--- config.mk ---
export PLATFORM = sky130hd
export DESIGN_NAME = bitwise_accum
export DESIGN_NICKNAME = d
export VERILOG_FILES = /design/src/rtl/bitwise_accum_pkg.sv /design/src/rtl/bitwise_accum_op_slice.sv /design/src/rtl/bitwise_accum.sv
export SDC_FILE = /design/constraint.sdc
export NUM_CORES = 1
export LEC_CHECK = 0
export BUFFER_PORTS_ARGS = -buffer_cell sky130_fd_sc_hd__buf_2
export CAP_MARGIN = 15
export CELL_PAD_IN_SITES_DETAIL_PLACEMENT = 0
export CELL_PAD_IN_SITES_GLOBAL_PLACEMENT = 1
export CORE_UTILIZATION = 48
export CTS_CLUSTER_DIAMETER = 40
export DETAILED_ROUTE_END_ITERATION = 12
export PLACE_DENSITY = 0.95
export SLEW_MARGIN = 40
export SYNTH_ARGS = -nofsm -noshare
export SYNTH_HDL_FRONTEND = slang
export SYNTH_SLANG_ARGS = --single-unit
--- constraint.sdc ---
create_clock -name clock -period 4.2 [get_ports clock]
set_input_delay 1.05 -clock clock [delete_from_list [all_inputs] [get_ports clock]]
set_output_delay 1.05 -clock clock [all_outputs]
set_load 0.05 [all_outputs]
--- src/rtl/bitwise_accum_pkg.sv ---
// Shared op encodings and width helpers for the bitwise reduction blocks.
// Optional popcount output in bitwise_accum is enabled by BITWISE_ACCUM_POPCOUNT_EN.
package bitwise_pkg;

    typedef enum logic [1:0] {
        OP_OR  = 2'b00,
        OP_AND = 2'b01,
        OP_XOR = 2'b10,
        OP_NOR = 2'b11
    } op_e;

    // Bits needed to hold any count in 0..n.
    function automatic int cnt_width(input int n);
        return (n < 1) ? 1 : $clog2(n + 1);
    endfunction

endpackage

--- src/rtl/bitwise_accum_op_slice.sv ---
// Combinational two-operand bitwise op; shared with the ALU datapath.
module bitwise_op_slice
    import bitwise_pkg::*;
#(
    parameter int WIDTH = 32
) (
    input  logic [WIDTH-1:0] a_i,
    input  logic [WIDTH-1:0] b_i,
    input  op_e              op_i,
    output logic [WIDTH-1:0] y_o
);

    always_comb begin
        y_o = '0;
        case (op_i)
            OP_OR:   y_o = a_i | b_i;
            OP_AND:  y_o = a_i & b_i;
            OP_XOR:  y_o = a_i ^ b_i;
            OP_NOR:  y_o = ~(a_i | b_i);
            default: y_o = '0;
        endcase
    end

endmodule

--- src/rtl/bitwise_accum.sv ---
// Streaming frame reducer: folds WIDTH-bit beats with OR/AND/XOR/NOR into one registered result.
// Define BITWISE_ACCUM_POPCOUNT_EN to add the out_popcount output.
module bitwise_accum
    import bitwise_pkg::*;
#(
    parameter int WIDTH     = 32,
    parameter int MAX_BEATS = 20
) (
    input  logic                                clock,
    input  logic                                reset_n,
    // Handshake: a beat/result transfers on a rising edge where valid and ready are both 1;
    // valid holds with stable data until it transfers, ready may change freely.
    input  logic                                in_valid,
    output logic                                in_ready,
    input  logic [WIDTH-1:0]                    in_data,
    input  logic [1:0]                          in_op,
    input  logic                                in_last,
    output logic                                out_valid,
    input  logic                                out_ready,
    output logic [WIDTH-1:0]                    out_data,
    output logic                                out_all_ones,
    output logic                                out_all_zeros,
    output logic [cnt_width(MAX_BEATS)-1:0]     out_beats,
`ifdef BITWISE_ACCUM_POPCOUNT_EN
    output logic [cnt_width(WIDTH)-1:0]         out_popcount,
`endif
    output logic                                out_overflow
);

    localparam int CW = cnt_width(MAX_BEATS);
    localparam int PW = cnt_width(WIDTH);
    localparam logic [CW-1:0] MAX_CNT = CW'(MAX_BEATS);

    logic [WIDTH-1:0] acc_q, acc_d;
    logic [CW-1:0]    beat_cnt_q, beat_cnt_d;
    logic             first_q, first_d;
    op_e              op_q, op_d;

    logic             out_valid_q, out_valid_d;
    logic [WIDTH-1:0] out_data_q, out_data_d;
    logic             all_ones_q, all_ones_d;
    logic             all_zeros_q, all_zeros_d;
    logic [CW-1:0]    out_beats_q, out_beats_d;
    logic             overflow_q, overflow_d;
    logic [PW-1:0]    pop_q, pop_d;

    logic             accept, close;
    op_e              op_cur, fold_op;
    logic [WIDTH-1:0] fold_y, acc_next, result;
    logic [CW-1:0]    beat_next;

    // NOR accumulates as OR; the inversion is applied only to the closed result.
    assign fold_op = (op_q == OP_NOR) ? OP_OR : op_q;

    bitwise_op_slice #(.WIDTH(WIDTH)) u_slice (
        .a_i  (acc_q),
        .b_i  (in_data),
        .op_i (fold_op),
        .y_o  (fold_y)
    );

    assign in_ready = ~out_valid_q | out_ready;

    always_comb begin
        accept    = in_valid & in_ready;
        op_cur    = first_q ? op_e'(in_op) : op_q;
        acc_next  = first_q ? in_data : fold_y;
        beat_next = first_q ? CW'(1) : beat_cnt_q + CW'(1);
        close     = accept & (in_last | (beat_next == MAX_CNT));
        result    = (op_cur == OP_NOR) ? ~acc_next : acc_next;

        acc_d       = acc_q;
        beat_cnt_d  = beat_cnt_q;
        first_d     = first_q;
        op_d        = op_q;
        out_valid_d = out_valid_q;
        out_data_d  = out_data_q;
        all_ones_d  = all_ones_q;
        all_zeros_d = all_zeros_q;
        out_beats_d = out_beats_q;
        overflow_d  = overflow_q;
        pop_d       = pop_q;

        if (accept) begin
            op_d = op_cur;
            if (close) begin
                acc_d      = '0;
                beat_cnt_d = '0;
                first_d    = 1'b1;
            end else begin
                acc_d      = acc_next;
                beat_cnt_d = beat_next;
                first_d    = 1'b0;
            end
        end

        // A new close wins over a drain in the same cycle, so no bubble appears.
        if (close) begin
            out_valid_d = 1'b1;
            out_data_d  = result;
            all_ones_d  = (result == {WIDTH{1'b1}});
            all_zeros_d = (result == '0);
            out_beats_d = beat_next;
            overflow_d  = ~in_last;
            pop_d       = '0;
            for (int i = 0; i < WIDTH; i++) begin
                pop_d = pop_d + PW'(result[i]);
            end
        end else if (out_valid_q && out_ready) begin
            out_valid_d = 1'b0;
        end
    end

    always_ff @(posedge clock or negedge reset_n) begin
        if (!reset_n) begin
            acc_q       <= '0;
            beat_cnt_q  <= '0;
            first_q     <= 1'b1;
            op_q        <= OP_OR;
            out_valid_q <= 1'b0;
            out_data_q  <= '0;
            all_ones_q  <= 1'b0;
            all_zeros_q <= 1'b0;
            out_beats_q <= '0;
            overflow_q  <= 1'b0;
            pop_q       <= '0;
        end else begin
            acc_q       <= acc_d;
            beat_cnt_q  <= beat_cnt_d;
            first_q     <= first_d;
            op_q        <= op_d;
            out_valid_q <= out_valid_d;
            out_data_q  <= out_data_d;
            all_ones_q  <= all_ones_d;
            all_zeros_q <= all_zeros_d;
            out_beats_q <= out_beats_d;
            overflow_q  <= overflow_d;
            pop_q       <= pop_d;
        end
    end

    assign out_valid     = out_valid_q;
    assign out_data      = out_data_q;
    assign out_all_ones  = all_ones_q;
    assign out_all_zeros = all_zeros_q;
    assign out_beats     = out_beats_q;
    assign out_overflow  = overflow_q;

`ifdef BITWISE_ACCUM_POPCOUNT_EN
    assign out_popcount = pop_q;
`else
    logic unused_pop;
    assign unused_pop = ^pop_q;
`endif

endmodule
==> metrics.yaml <==
run_status:
  outcome: "finished, final reports clean"
worst_setup_path:
  crit_path_max_fanout: 32
  r2r-start: "op_q[0]"
  cp.arrival_ns: 3.63
  crit_path_start_kind: "flip-flop"
  rr_worst_depth: 10
  cp-end-kind: "flip-flop"
  reg2reg_to: "out_all_ones"
  cp-endpoint: "out_all_ones"
  crit_start: "op_q[0]"
  r2r_slack_ns: 0.86
  worstPathRequired_ns: 4.49
  crit_type: "reg2reg"
yosys:
  yosys.area.top_type: "dfrtp_1"
  async_flop_share: 1.00
  ys_types: 54
  synth-seq-cells: 81
  synth-seq-area-share: 0.345
  synth.top_cell.area_share: 0.341
  syn_area_um2: 5870
  ys.flop_type: "dfrtp_1"
  syn_nets: 773
  synth_edf_count: 0
  avgSynthCellArea_um2: 8.83
  synth_cells: 665
  ys_warn_count: 0
  synthTopCellsByArea: "dfrtp_1 (34%), ha_1 (15%), nand2_1 (6.4%)"
route:
  vias: 5370
  drt_first_pass_iters: 7
  wire_per_inst_um: 19.2
  viasPerCell: 6.14
  drt-initial-drc-count: 482
  drc: 0
  antenna_left: 0
  wirelength_um: 16800
die:
  io_pins: 81
  fp.dieW_um: 113
  start_util: 0.491
  dieArea_um2: 12700
  dieHeight_um: 113
  rows: 40
  core_um2: 12000
clock_network:
  cts_sinks: 81
  clk_pin_slew_ns: 0.07
  clock-root-buffer: "clkbuf_16"
  clockBufferDepth: 2
  cts_setup_buffers: 0
  h-tree-depth: 3
  cts_tree: "done"
  ctsHoldBuffers: 0
  cts_buffers: 9
  worstSkewPairLatency_ns: 0.35
  cts_resized: 0
timing:
  clock.fmax_mhz: 299
  setup_viol: 0
  hold_violations: 0
  fin_crit_ns: 3.34
  finalWorstSetupSlack_ns: 0.859
  tns_ns: 0
  maxSlewViolCount: 0
  rsz0062_at_grt: "no"
  slew_headroom: 0.415
  period_share: 0.796
  worst_slew_pin_slew_ns: 0.874
  hold_slack_ns: 0.474
  clock_skew_ns: 0.00822
place:
  gp_congestion: 0.895
  place_hpwl_um: 11400
  portBuffers: 80
  dp.cells: 858
  post-place-ws_ns: 0.911
layout:
  insertedDiodeCount: 0
  most-common-layout-cells: "nand2_1 (98), dfrtp_1 (80), buf_2 (79)"
  final_common_cell: "nand2_1"
  fin_cells: 874
  fill_cells: 1081
  area_delta_synth_final_pct: 14.0
  drive_above_1_share: 0.177
  final_nets: 830
  final_util: 0.560
grt:
  grt_pass1_vias: 5591
  grt_pass1_wl_um: 27500
  grt_max_degree: 82
  grt_overflow: 0
  grt_usage: 0.279
  antenna_found_initial: 0
power_and_ir_drop:
  leakagePower_nw: 3.20
  powerDensity_nw_per_um2: 678
  ir_worst_vdd_mv: 0.349
worst_hold_path:
  hold_class: "reg2reg"
run:
  drv_cap: 0
critical path, cell delays in order (launching register included):
cell and delay (ns):
dfrtp_1 0.43, inv_1 0.09, ha_1 0.30, buf_4 0.34, or2_2 0.35, a221oi_1 0.09, a221o_1 0.45, or3_1 0.38
or3_1 0.35, a2111oi_2 0.31, a32o_1 0.20
synthesized netlist by cell type, drive strengths merged (17+ instances only):
library cell  count
clkbuf           21
inv              68
a221oi           26
dfrtp            80
a21oi            17
o21ai            38
nand3            19
nand2           100
ha               69
o31ai            33
buf              28
nor2             20
xnor2            33
through the flow:
step / area (µm²) / total power [mW]
2_1_floorplan: 5870 / 2.98
3_3_place_gp: 6360 / 3.58
3_5_place_dp: 6390 / 3.68
4_1_cts: 6690 / 4.52
5_1_grt: 6700 / 4.79
6_report: 6700 / 4.54
kinds of logic (layout without fill, tap and decap cells):
family,after synthesis,in the layout,synth area share
simple gates,182,182,0.140
flops,81,81,0.345
buf+inv,117,179,0.0833
fa+ha+maj,69,69,0.147
xor+xnor,35,35,0.0522
compound gates,176,176,0.223
mux,5,5,0.00916
worst min path at each step:
| stage | start | to | depth (start not counted) |
|---|---|---|---|
| detailed placement | out_data[9] | out_data[9] | 2 |
| CTS | out_data[9] | out_data[9] | 2 |
| finish | out_data[9] | out_data[9] | 2 |
| global placement | out_data[0] | out_data[0] | 2 |
| global route | out_data[26] | out_data[26] | 2 |
| floorplan | acc_q[0] | acc_q[0] | 2 |
flip-flops by register name, summed over array words and instances, names as in the netlist:
name / cells
first_q: 1
op_q: 2
out_data: 32
beat_cnt_q: 5
out_all_zeros: 1
acc_q: 32
out_beats: 5
out_valid: 1
out_overflow: 1
out_all_ones: 1
where the power goes:
part           total [mW]  switching [mW]  internal, mW
Clock               0.830           0.351         0.480
Sequential           1.20           0.171          1.02
Combinational        2.51            1.73         0.785
Total                4.54            2.25          2.29
final cells by class:
| class | count | area, µm² | area share |
|---|---|---|---|
| Tap cell | 147 | 184 | 0.0275 |
| Clock buffer | 10 | 239 | 0.0357 |
| Clock inverter | 6 | 65.1 | 0.00972 |
| Inverter | 68 | 255 | 0.0381 |
| Timing Repair Buffer | 95 | 534 | 0.0798 |
| Multi-Input combinational cell | 467 | 3390 | 0.506 |
| Sequential cell | 81 | 2030 | 0.303 |
per-layer routing:
metal	GRT usage	wire, µm	share of wire	vias to the layer above
met5	0	0	0	-
met4	0.152	605	0.036	0
met3	0.0513	1060	0.063	49
met2	0.467	8110	0.48	216
met1	0.340	6980	0.42	2616
li1	-	-	-	2489
No activity file was read; power rests on OpenSTA's default activity.
